### src/rtl/mem_bus_arbiter.sv
// Round-robin arbiter sharing one waitrequest-style memory bus between the
// instruction-fetch and load/store paths, with a per-access stall watchdog.
module mem_bus_arbiter #(
  parameter int TIMEOUT_CYCLES = 255
) (
  input  logic        clk,
  input  logic        reset,
  input  logic        instr_req,
  input  logic [31:0] instr_address,
  output logic [31:0] instr_readdata,
  output logic        instr_done,
  input  logic        data_read,
  input  logic        data_write,
  input  logic [31:0] data_address,
  input  logic [31:0] data_writedata,
  input  logic [3:0]  data_byteenable,
  output logic [31:0] data_readdata,
  output logic        data_done,
  output logic [31:0] bus_address,
  output logic        bus_read,
  output logic        bus_write,
  output logic [31:0] bus_writedata,
  output logic [3:0]  bus_byteenable,
  input  logic        bus_waitrequest,
  input  logic [31:0] bus_readdata,
  output logic        timeout_error
);

  typedef enum logic [1:0] {IDLE, BUS_I, BUS_D, RESP} state_t;

  localparam logic [15:0] LP_WD_LAST = 16'(TIMEOUT_CYCLES - 1);

  state_t      r_state;
  logic        r_last_data;
  logic [31:0] r_addr;
  logic        r_rd;
  logic        r_wr;
  logic [31:0] r_wdata;
  logic [3:0]  r_be;
  logic        r_idone;
  logic        r_ddone;
  logic [31:0] r_irdata;
  logic [31:0] r_drdata;
  logic        r_to;
  logic [15:0] r_wd_cnt;

  logic w_dreq;
  logic w_grant_i;
  logic w_abort;

  assign w_dreq    = data_read | data_write;
  // Fetch wins when alone, or when contended and data was served last.
  assign w_grant_i = instr_req & (~w_dreq | r_last_data);
  // The edge that would bring the stall count up to the limit aborts.
  assign w_abort   = bus_waitrequest & (r_wd_cnt == LP_WD_LAST);

  always_ff @(posedge clk or posedge reset) begin
    if (reset) begin
      r_state     <= IDLE;
      r_last_data <= 1'b1;
      r_addr      <= '0;
      r_rd        <= 1'b0;
      r_wr        <= 1'b0;
      r_wdata     <= '0;
      r_be        <= '0;
      r_idone     <= 1'b0;
      r_ddone     <= 1'b0;
      r_irdata    <= '0;
      r_drdata    <= '0;
      r_to        <= 1'b0;
      r_wd_cnt    <= '0;
    end else begin
      r_idone <= 1'b0;
      r_ddone <= 1'b0;
      case (r_state)
        IDLE: begin
          if (instr_req || w_dreq) begin
            r_wd_cnt <= '0;
            if (w_grant_i) begin
              r_state     <= BUS_I;
              r_last_data <= 1'b0;
              r_addr      <= instr_address;
              r_rd        <= 1'b1;
              r_wr        <= 1'b0;
              r_be        <= 4'b1111;
            end else begin
              r_state     <= BUS_D;
              r_last_data <= 1'b1;
              r_addr      <= data_address;
              r_rd        <= ~data_write;
              r_wr        <= data_write;
              r_wdata     <= data_writedata;
              r_be        <= data_byteenable;
            end
          end
        end
        BUS_I, BUS_D: begin
          if (bus_waitrequest) r_wd_cnt <= r_wd_cnt + 16'd1;
          if (!bus_waitrequest || w_abort) begin
            r_rd    <= 1'b0;
            r_wr    <= 1'b0;
            r_state <= RESP;
            if (w_abort) r_to <= 1'b1;
            if (r_state == BUS_I) begin
              r_idone  <= 1'b1;
              r_irdata <= w_abort ? 32'h0 : bus_readdata;
            end else begin
              r_ddone <= 1'b1;
              if (w_abort)   r_drdata <= 32'h0;
              else if (r_rd) r_drdata <= bus_readdata;
            end
          end
        end
        RESP:    r_state <= IDLE;
        default: r_state <= IDLE;
      endcase
    end
  end

  assign instr_readdata = r_irdata;
  assign instr_done     = r_idone;
  assign data_readdata  = r_drdata;
  assign data_done      = r_ddone;
  assign bus_address    = r_addr;
  assign bus_read       = r_rd;
  assign bus_write      = r_wr;
  assign bus_writedata  = r_wdata;
  assign bus_byteenable = r_be;
  assign timeout_error  = r_to;

endmodule

### config.mk
export PLATFORM = sky130hd
export DESIGN_NAME = mem_bus_arbiter
export DESIGN_NICKNAME = d
export VERILOG_FILES = /design/src/rtl/mem_bus_arbiter.sv
export SDC_FILE = /design/constraint.sdc
export NUM_CORES = 1
export LEC_CHECK = 0
export CAP_MARGIN = 20
export CELL_PAD_IN_SITES_DETAIL_PLACEMENT = 1
export CELL_PAD_IN_SITES_GLOBAL_PLACEMENT = 2
export CORE_ASPECT_RATIO = 0.6
export CORE_UTILIZATION = 24
export CTS_BUF_LIST = sky130_fd_sc_hd__clkbuf_16
export DETAILED_ROUTE_END_ITERATION = 10
export GPL_ROUTABILITY_DRIVEN = 1
export PLACE_DENSITY_LB_ADDON = 0.1
export SLEW_MARGIN = 20
export SYNTH_ARGS = -nofsm -noshare
export SYNTH_HDL_FRONTEND = slang
export SYNTH_SLANG_ARGS = --single-unit
export TNS_END_PERCENT = 100
### constraint.sdc
create_clock -name clk -period 5.84 [get_ports clk]
set_input_delay 1.752 -clock clk [delete_from_list [all_inputs] [get_ports clk]]
set_output_delay 1.752 -clock clk [all_outputs]
set_load 0.01 [all_outputs]
==> flow_metrics.tcl, run 1 <==
set metrics [dict create \
    status "complete, but fails checks" \
    violations "DRC" \
    grt_first_pass_wirelength_mm 37.9 \
    slew_violations 0 \
    fin_area_um2 10600 \
    syn_area_per_cell_um2 11.3 \
    gp_congestion 0.770 \
    cp.arrival_ns 4.17 \
    yosys-top-cells-count "dfrtp_1 (155), nand2_1 (82), o21ai_0 (71)" \
    first_pass_iters 7 \
    dp_hpwl_mm 17.3 \
    clock_latency_ns 0.44 \
    synth_edf_count 0 \
    maxCapViolations 0 \
    synth_most_common_cell "dfrtp_1" \
    critPathKind "primary input to register" \
    yosysUniqueCellTypes 54 \
    powerDensity_nw_per_um2 508 \
    synthArstFlopShare_pct 100 \
    post_cts_buffers 0 \
    worst-path-buf-inv 1 \
    start_util_pct 24.7 \
    min_from "bus_address[0]" \
    port_buffers 274 \
    path_clk_slew_ns 0.06 \
    ys_top_cells_by_area "dfrtp_1 (56%), mux2i_1 (9.3%), o21ai_0 (5.2%)" \
    worst_slew_pin_slew_ns 1.07 \
    rows 47 \
    final_nets 1019 \
    min_period_ns 3.80 \
    endpoint_kind "register" \
    fin_crit_sh_pct 65.2 \
    synth_area_leader_cell "dfrtp_1" \
    antenna_found_initial 1 \
    max_stage_delay_ns 0.70 \
    yosysWarnings 0 \
    hold_viol_final 0 \
    r2r_start "r_wd_cnt[0]" \
    relSlewSlack_pct 28.7 \
    area_growth_pct 53.9 \
    grt_max_degree 135 \
    critPathMaxFanout 33 \
    via_count 5731 \
    cts-htree-levels 4 \
    core_area_um2 27900 \
    dieArea_um2 29400 \
    ir_worst_vdd_uv 175 \
    placed_area_um2 10000 \
    whs_ns 0.479 \
    startpoint "data_write" \
    worst_ep_required_time_ns 6.21 \
    cts_tree "done" \
    ys_ff_latch 156 \
    ys_seq_area_share_pct 56.7 \
    ctsHoldBuffers 0 \
    hold_path.class "register to register" \
    cp_slowest_cell "nand2_2" \
    layout-drive-gt1-share_pct 8.67 \
    clock-sinks 156 \
    critPathLaunchType "primary input" \
    cts_buffer_depth 2 \
    synth_top_area_share_pct 56.3 \
    clockRootBuffer "clkbuf_16" \
    via_per_inst 4.56 \
    grt_use_total_pct 17.1 \
    power.leakage_nw 4.40 \
    netlist_area_um2 6890 \
    overflow 0 \
    setup_tns_ns 0 \
    max_freq_mhz 263 \
    netlist_instances 610 \
    drc_errors 2 \
    drtIter0Drc 254 \
    critPathTopFamily "simple AND/OR/NAND/NOR gates" \
    rsz0062_at_grt "no" \
    dieHeight_um 133 \
    path_cells "clkdlybuf4s50_1 > o21bai_1 > nand2_2 > nand2_1 > o22a_1" \
    ctsResizeCount 0 \
    synth_nets 753 \
    routed_wl_mm 23.7 \
    antenna_left 0 \
    numCtsBuffers 17 \
    die_x_um 221 \
    top_level_ports 275 \
    skew_ns 0.0107 \
    fin_util_pct 38.0 \
    setup_viol 0 \
    synth_top_flop_cell "dfrtp_1" \
    wl_per_cell_um 18.9 \
    grt_pass1_vias 6339 \
]
==> path summary, 6_finish.rpt <==
path	end	slack (ns)	cells after the start
worst max-delay path	bus_byteenable[2]	2.04	5
worst max register to register	instr_readdata[6]	3.33	7
min in group asynchronous	bus_address[4]	1.71	2
max in group asynchronous	instr_readdata[20]	2.98	3
worst min-delay path	bus_address[0]	0.48	2
worst min register to register	bus_address[0]	0.48	2
==> cell usage in the layout, fill, tap and decap left out, types with 3 or more instances in the layout <==
master,Yosys,final
or3_1,9,9
a22oi_1,34,34
clkinv_1,0,5
clkbuf_16,0,17
nand3_1,5,5
o31ai_1,4,4
o21ai_0,71,71
o211ai_1,3,3
a31oi_1,3,3
nor2_2,2,3
buf_4,7,8
inv_1,6,8
o21ai_1,4,4
mux2_1,5,5
ha_1,5,5
mux2_2,28,28
dfrtp_1,155,155
nand2_1,82,81
or4_1,3,3
nor2_1,37,36
mux2i_1,64,64
o22a_1,4,4
clkdlybuf4s50_1,0,274
and4_1,3,3
bufinv_16,0,3
a21oi_1,11,11
==> per-stage QoR <==
step                      instances  power, mW  setup WS [ns]
final                          1256       5.39           2.04
after CTS                      1254       5.48           1.97
after global placement         1223       4.25           1.63
after detailed placement       1223       4.32           1.55
after global routing           1255       5.77           1.82
after floorplan                 610       2.97           2.12
==> logic make-up after synthesis <==
logic type	after synthesis	synth area share (%)
AND/OR/NAND/NOR	159	11.1
AO/OA/AOI/OAI	145	13.0
XOR/XNOR	3	0.382
multiplexers	98	14.9
buffers and inverters	44	3.05
adder cells (fa/ha/maj)	5	0.908
flip-flops	156	56.7
==> sequential cells by signal, summed over array words and instances, names as in the netlist, 2 cells and up <==
name            count
bus_address        32
bus_byteenable      4
bus_writedata      32
data_readdata      32
instr_readdata     32
r_state             2
r_wd_cnt           16
==> area by class of cell <==
| cell class | count | area, um2 |
|---|---|---|
| Antenna cell | 1 | 2.50 |
| Clock buffer | 17 | 425 |
| Clock inverter | 14 | 138 |
| Fill cell | 3058 | 17300 |
| Inverter | 7 | 30.0 |
| Multi-Input combinational cell | 410 | 2790 |
| Sequential cell | 156 | 3910 |
| Tap cell | 367 | 459 |
| Timing Repair Buffer | 284 | 2850 |
==> report_power, final <==
part / internal, mW / switching, mW
logic: 1.31 / 1.14
clock network: 0.655 / 0.450
registers: 1.55 / 0.277
==> worst reg2reg max path: cells and delay by family (launching register included) <==
kind	cells	cell delay, ns
flip-flops	1	0.40
AO/OA/AOI/OAI	1	0.13
AND/OR/NAND/NOR	3	1.27
adder cells (fa/ha/maj)	1	0.15
buffers and inverters	2	0.43
==> routing by layer <==
layer	wire length [um]	up-vias	track usage, %
li1	-	2715	-
met1	10500	2897	22.2
met2	11500	100	26.7
met3	1400	19	6.10
met4	311	0	4.87
met5	0	-	0
Note: power is estimated with default switching activity, not from simulation.
==> inputs of run 2 (changes only) <==
--- a/config.mk
+++ b/config.mk
@@ -9,7 +9,7 @@
 export CELL_PAD_IN_SITES_DETAIL_PLACEMENT = 1
 export CELL_PAD_IN_SITES_GLOBAL_PLACEMENT = 2
 export CORE_ASPECT_RATIO = 0.6
-export CORE_UTILIZATION = 24
+export CORE_UTILIZATION = 26
 export CTS_BUF_LIST = sky130_fd_sc_hd__clkbuf_16
 export DETAILED_ROUTE_END_ITERATION = 10
 export GPL_ROUTABILITY_DRIVEN = 1
==> constraint.sdc (replaced) <==
create_clock -name clk -period 3.67 [get_ports clk]
set_input_delay 1.101 -clock clk [delete_from_list [all_inputs] [get_ports clk]]
set_output_delay 1.101 -clock clk [all_outputs]
set_load 0.01 [all_outputs]
==> flow_metrics.tcl, run 2 (synthesis results as in run 1) <==
set metrics [dict create \
    status "finished, final reports clean" \
    path_cells "clkdlybuf4s50_1 > or4b_1 > nand4_4 > or4_1 > a21oi_1" \
    endpoint_kind "register" \
    antenna_found_initial 0 \
    via_per_inst 4.69 \
    setup_slack_ns 0.874 \
    area_growth_pct 53.9 \
    skew_ns 0.00660 \
    combPwrFrac_pct 46.0 \
    cts_tree "done" \
    die_x_um 212 \
    min_period_ns 2.80 \
    hold_path.class "register to register" \
    p_clk_share_pct 19.6 \
    clockRootBuffer "clkbuf_16" \
    setup_tns_ns 0 \
    powerDensity_nw_per_um2 799 \
    grt_first_pass_wirelength_mm 37.1 \
    start_util_pct 26.9 \
    n_antenna_cell 0 \
    netSwitchingPower_mw 2.94 \
    ir_worst_vdd_uv 365 \
    antenna_left 0 \
    dieArea_um2 27200 \
    drc_errors 0 \
    layout_common_cells "clkdlybuf4s50_1 (273), dfrtp_1 (155), nand2_1 (81), o21ai_0 (71), mux2i_1 (64)" \
    p_seq_share_pct 34.4 \
    routed_wl_mm 23.2 \
    critPathLaunchType "primary input" \
    grt_max_degree 71 \
    rr_endpoint "data_readdata[12]" \
    r2r_setup_slack_ns 1.20 \
    dieHeight_um 128 \
    pre_cts_ws_ns 0.446 \
    whs_path_depth 2 \
    power.leakage_nw 4.42 \
    maxCapViolations 0 \
    rsz0062_at_grt "no" \
    whs_endpoint "bus_address[18]" \
    stdcell_count 1245 \
    cp.arrival_ns 3.15 \
    dp_hpwl_mm 17.3 \
    p_int_mw 5.53 \
    drtIter0Drc 207 \
    cts-htree-levels 4 \
    gp_congestion 0.772 \
    critPathMaxFanout 11 \
    max_freq_mhz 358 \
    cp_slowest_cell "clkdlybuf4s50_1" \
    layout-drive-gt1-share_pct 9.52 \
    core_area_um2 25600 \
    via_count 5835 \
    rows 45 \
    cts_buffer_depth 2 \
    placed_area_um2 10100 \
    port_buffers 274 \
    numCtsBuffers 17 \
    path_clk_slew_ns 0.06 \
    relSlewSlack_pct 58.0 \
    fin_area_um2 10600 \
    grt_use_total_pct 18.0 \
    clock_latency_ns 0.43 \
    grt_pass1_vias 6410 \
    first_pass_iters 4 \
    post_cts_buffers 0 \
    ctsHoldBuffers 0 \
    clock-sinks 156 \
    r2r_start "r_state[0]" \
    min_from "bus_address[18]" \
    overflow 0 \
    hold_viol_final 0 \
    worst_slew_pin_slew_ns 0.630 \
    slew_violations 0 \
    dp_cells 1215 \
    ctsResizeCount 0 \
    critPathKind "primary input to register" \
    max_stage_delay_ns 0.75 \
    worst_ep_required_time_ns 4.02 \
    fin_crit_sh_pct 76.2 \
    ff2ff_path_depth 7 \
    wl_per_cell_um 18.6 \
    final_nets 1025 \
    top_level_ports 275 \
    p_sw_share_pct 34.7 \
    setup_viol 0 \
    final_common_cell "clkdlybuf4s50_1" \
    whs_ns 0.478 \
]
==> run 2: layout make-up <==
class / instances / area (um2)
tap: 352 / 440
fill: 2750 / 15000
sequential: 156 / 3910
timing repair buffer: 290 / 2900
multi-input combinational: 410 / 2790
clock inverter: 13 / 110
inverter: 7 / 30.0
clock buffer: 17 / 425
==> run 2: routing by layer <==
metal,vias to the layer above,share of wire [%],GRT usage [%]
met5,-,0,0
met4,0,1.7,6.01
met3,26,6.8,6.00
met2,138,47,28.0
met1,2954,44,23.5
li1,2717,-,-
==> run 2: through the flow <==
stage               total power, mW  utilization, %
finish                         8.47            41.4
global route                   9.08            41.4
CTS                            8.63            41.4
detailed placement             6.89            39.3
global placement               6.76            39.3
floorplan                      4.72               -
==> run 2: critical path: cells and delay by family <==
kind	cells	cell delay, ns
AO/OA/AOI/OAI	1	0.15
AND/OR/NAND/NOR	3	1.15
buffers and inverters	1	0.75
==> run 2: worst max path at each step <==
stage / to / cells after the start / slack [ns] / start
6_report: r_wd_cnt[15] / 5 / 0.87 / instr_req
5_1_grt: r_wd_cnt[15] / 5 / 0.79 / instr_req
4_1_cts: r_wd_cnt[15] / 5 / 0.92 / instr_req
3_5_place_dp: r_wd_cnt[15] / 5 / 0.45 / instr_req
3_3_place_gp: r_wd_cnt[15] / 5 / 0.49 / instr_req
2_1_floorplan: bus_address[0] / 1 / 0.60 / reset
==> run 2: power by group through the flow <==
| stage | Combinational [mW] | Sequential (mW) | Clock (mW) |
|---|---|---|---|
| floorplan | 1.53 | 3.19 | 0 |
| global placement | 3.86 | 2.90 | 0 |
| detailed placement | 3.96 | 2.93 | 0 |
| CTS | 3.98 | 2.93 | 1.73 |
| global route | 4.27 | 3.02 | 1.79 |
| finish | 3.89 | 2.91 | 1.66 |
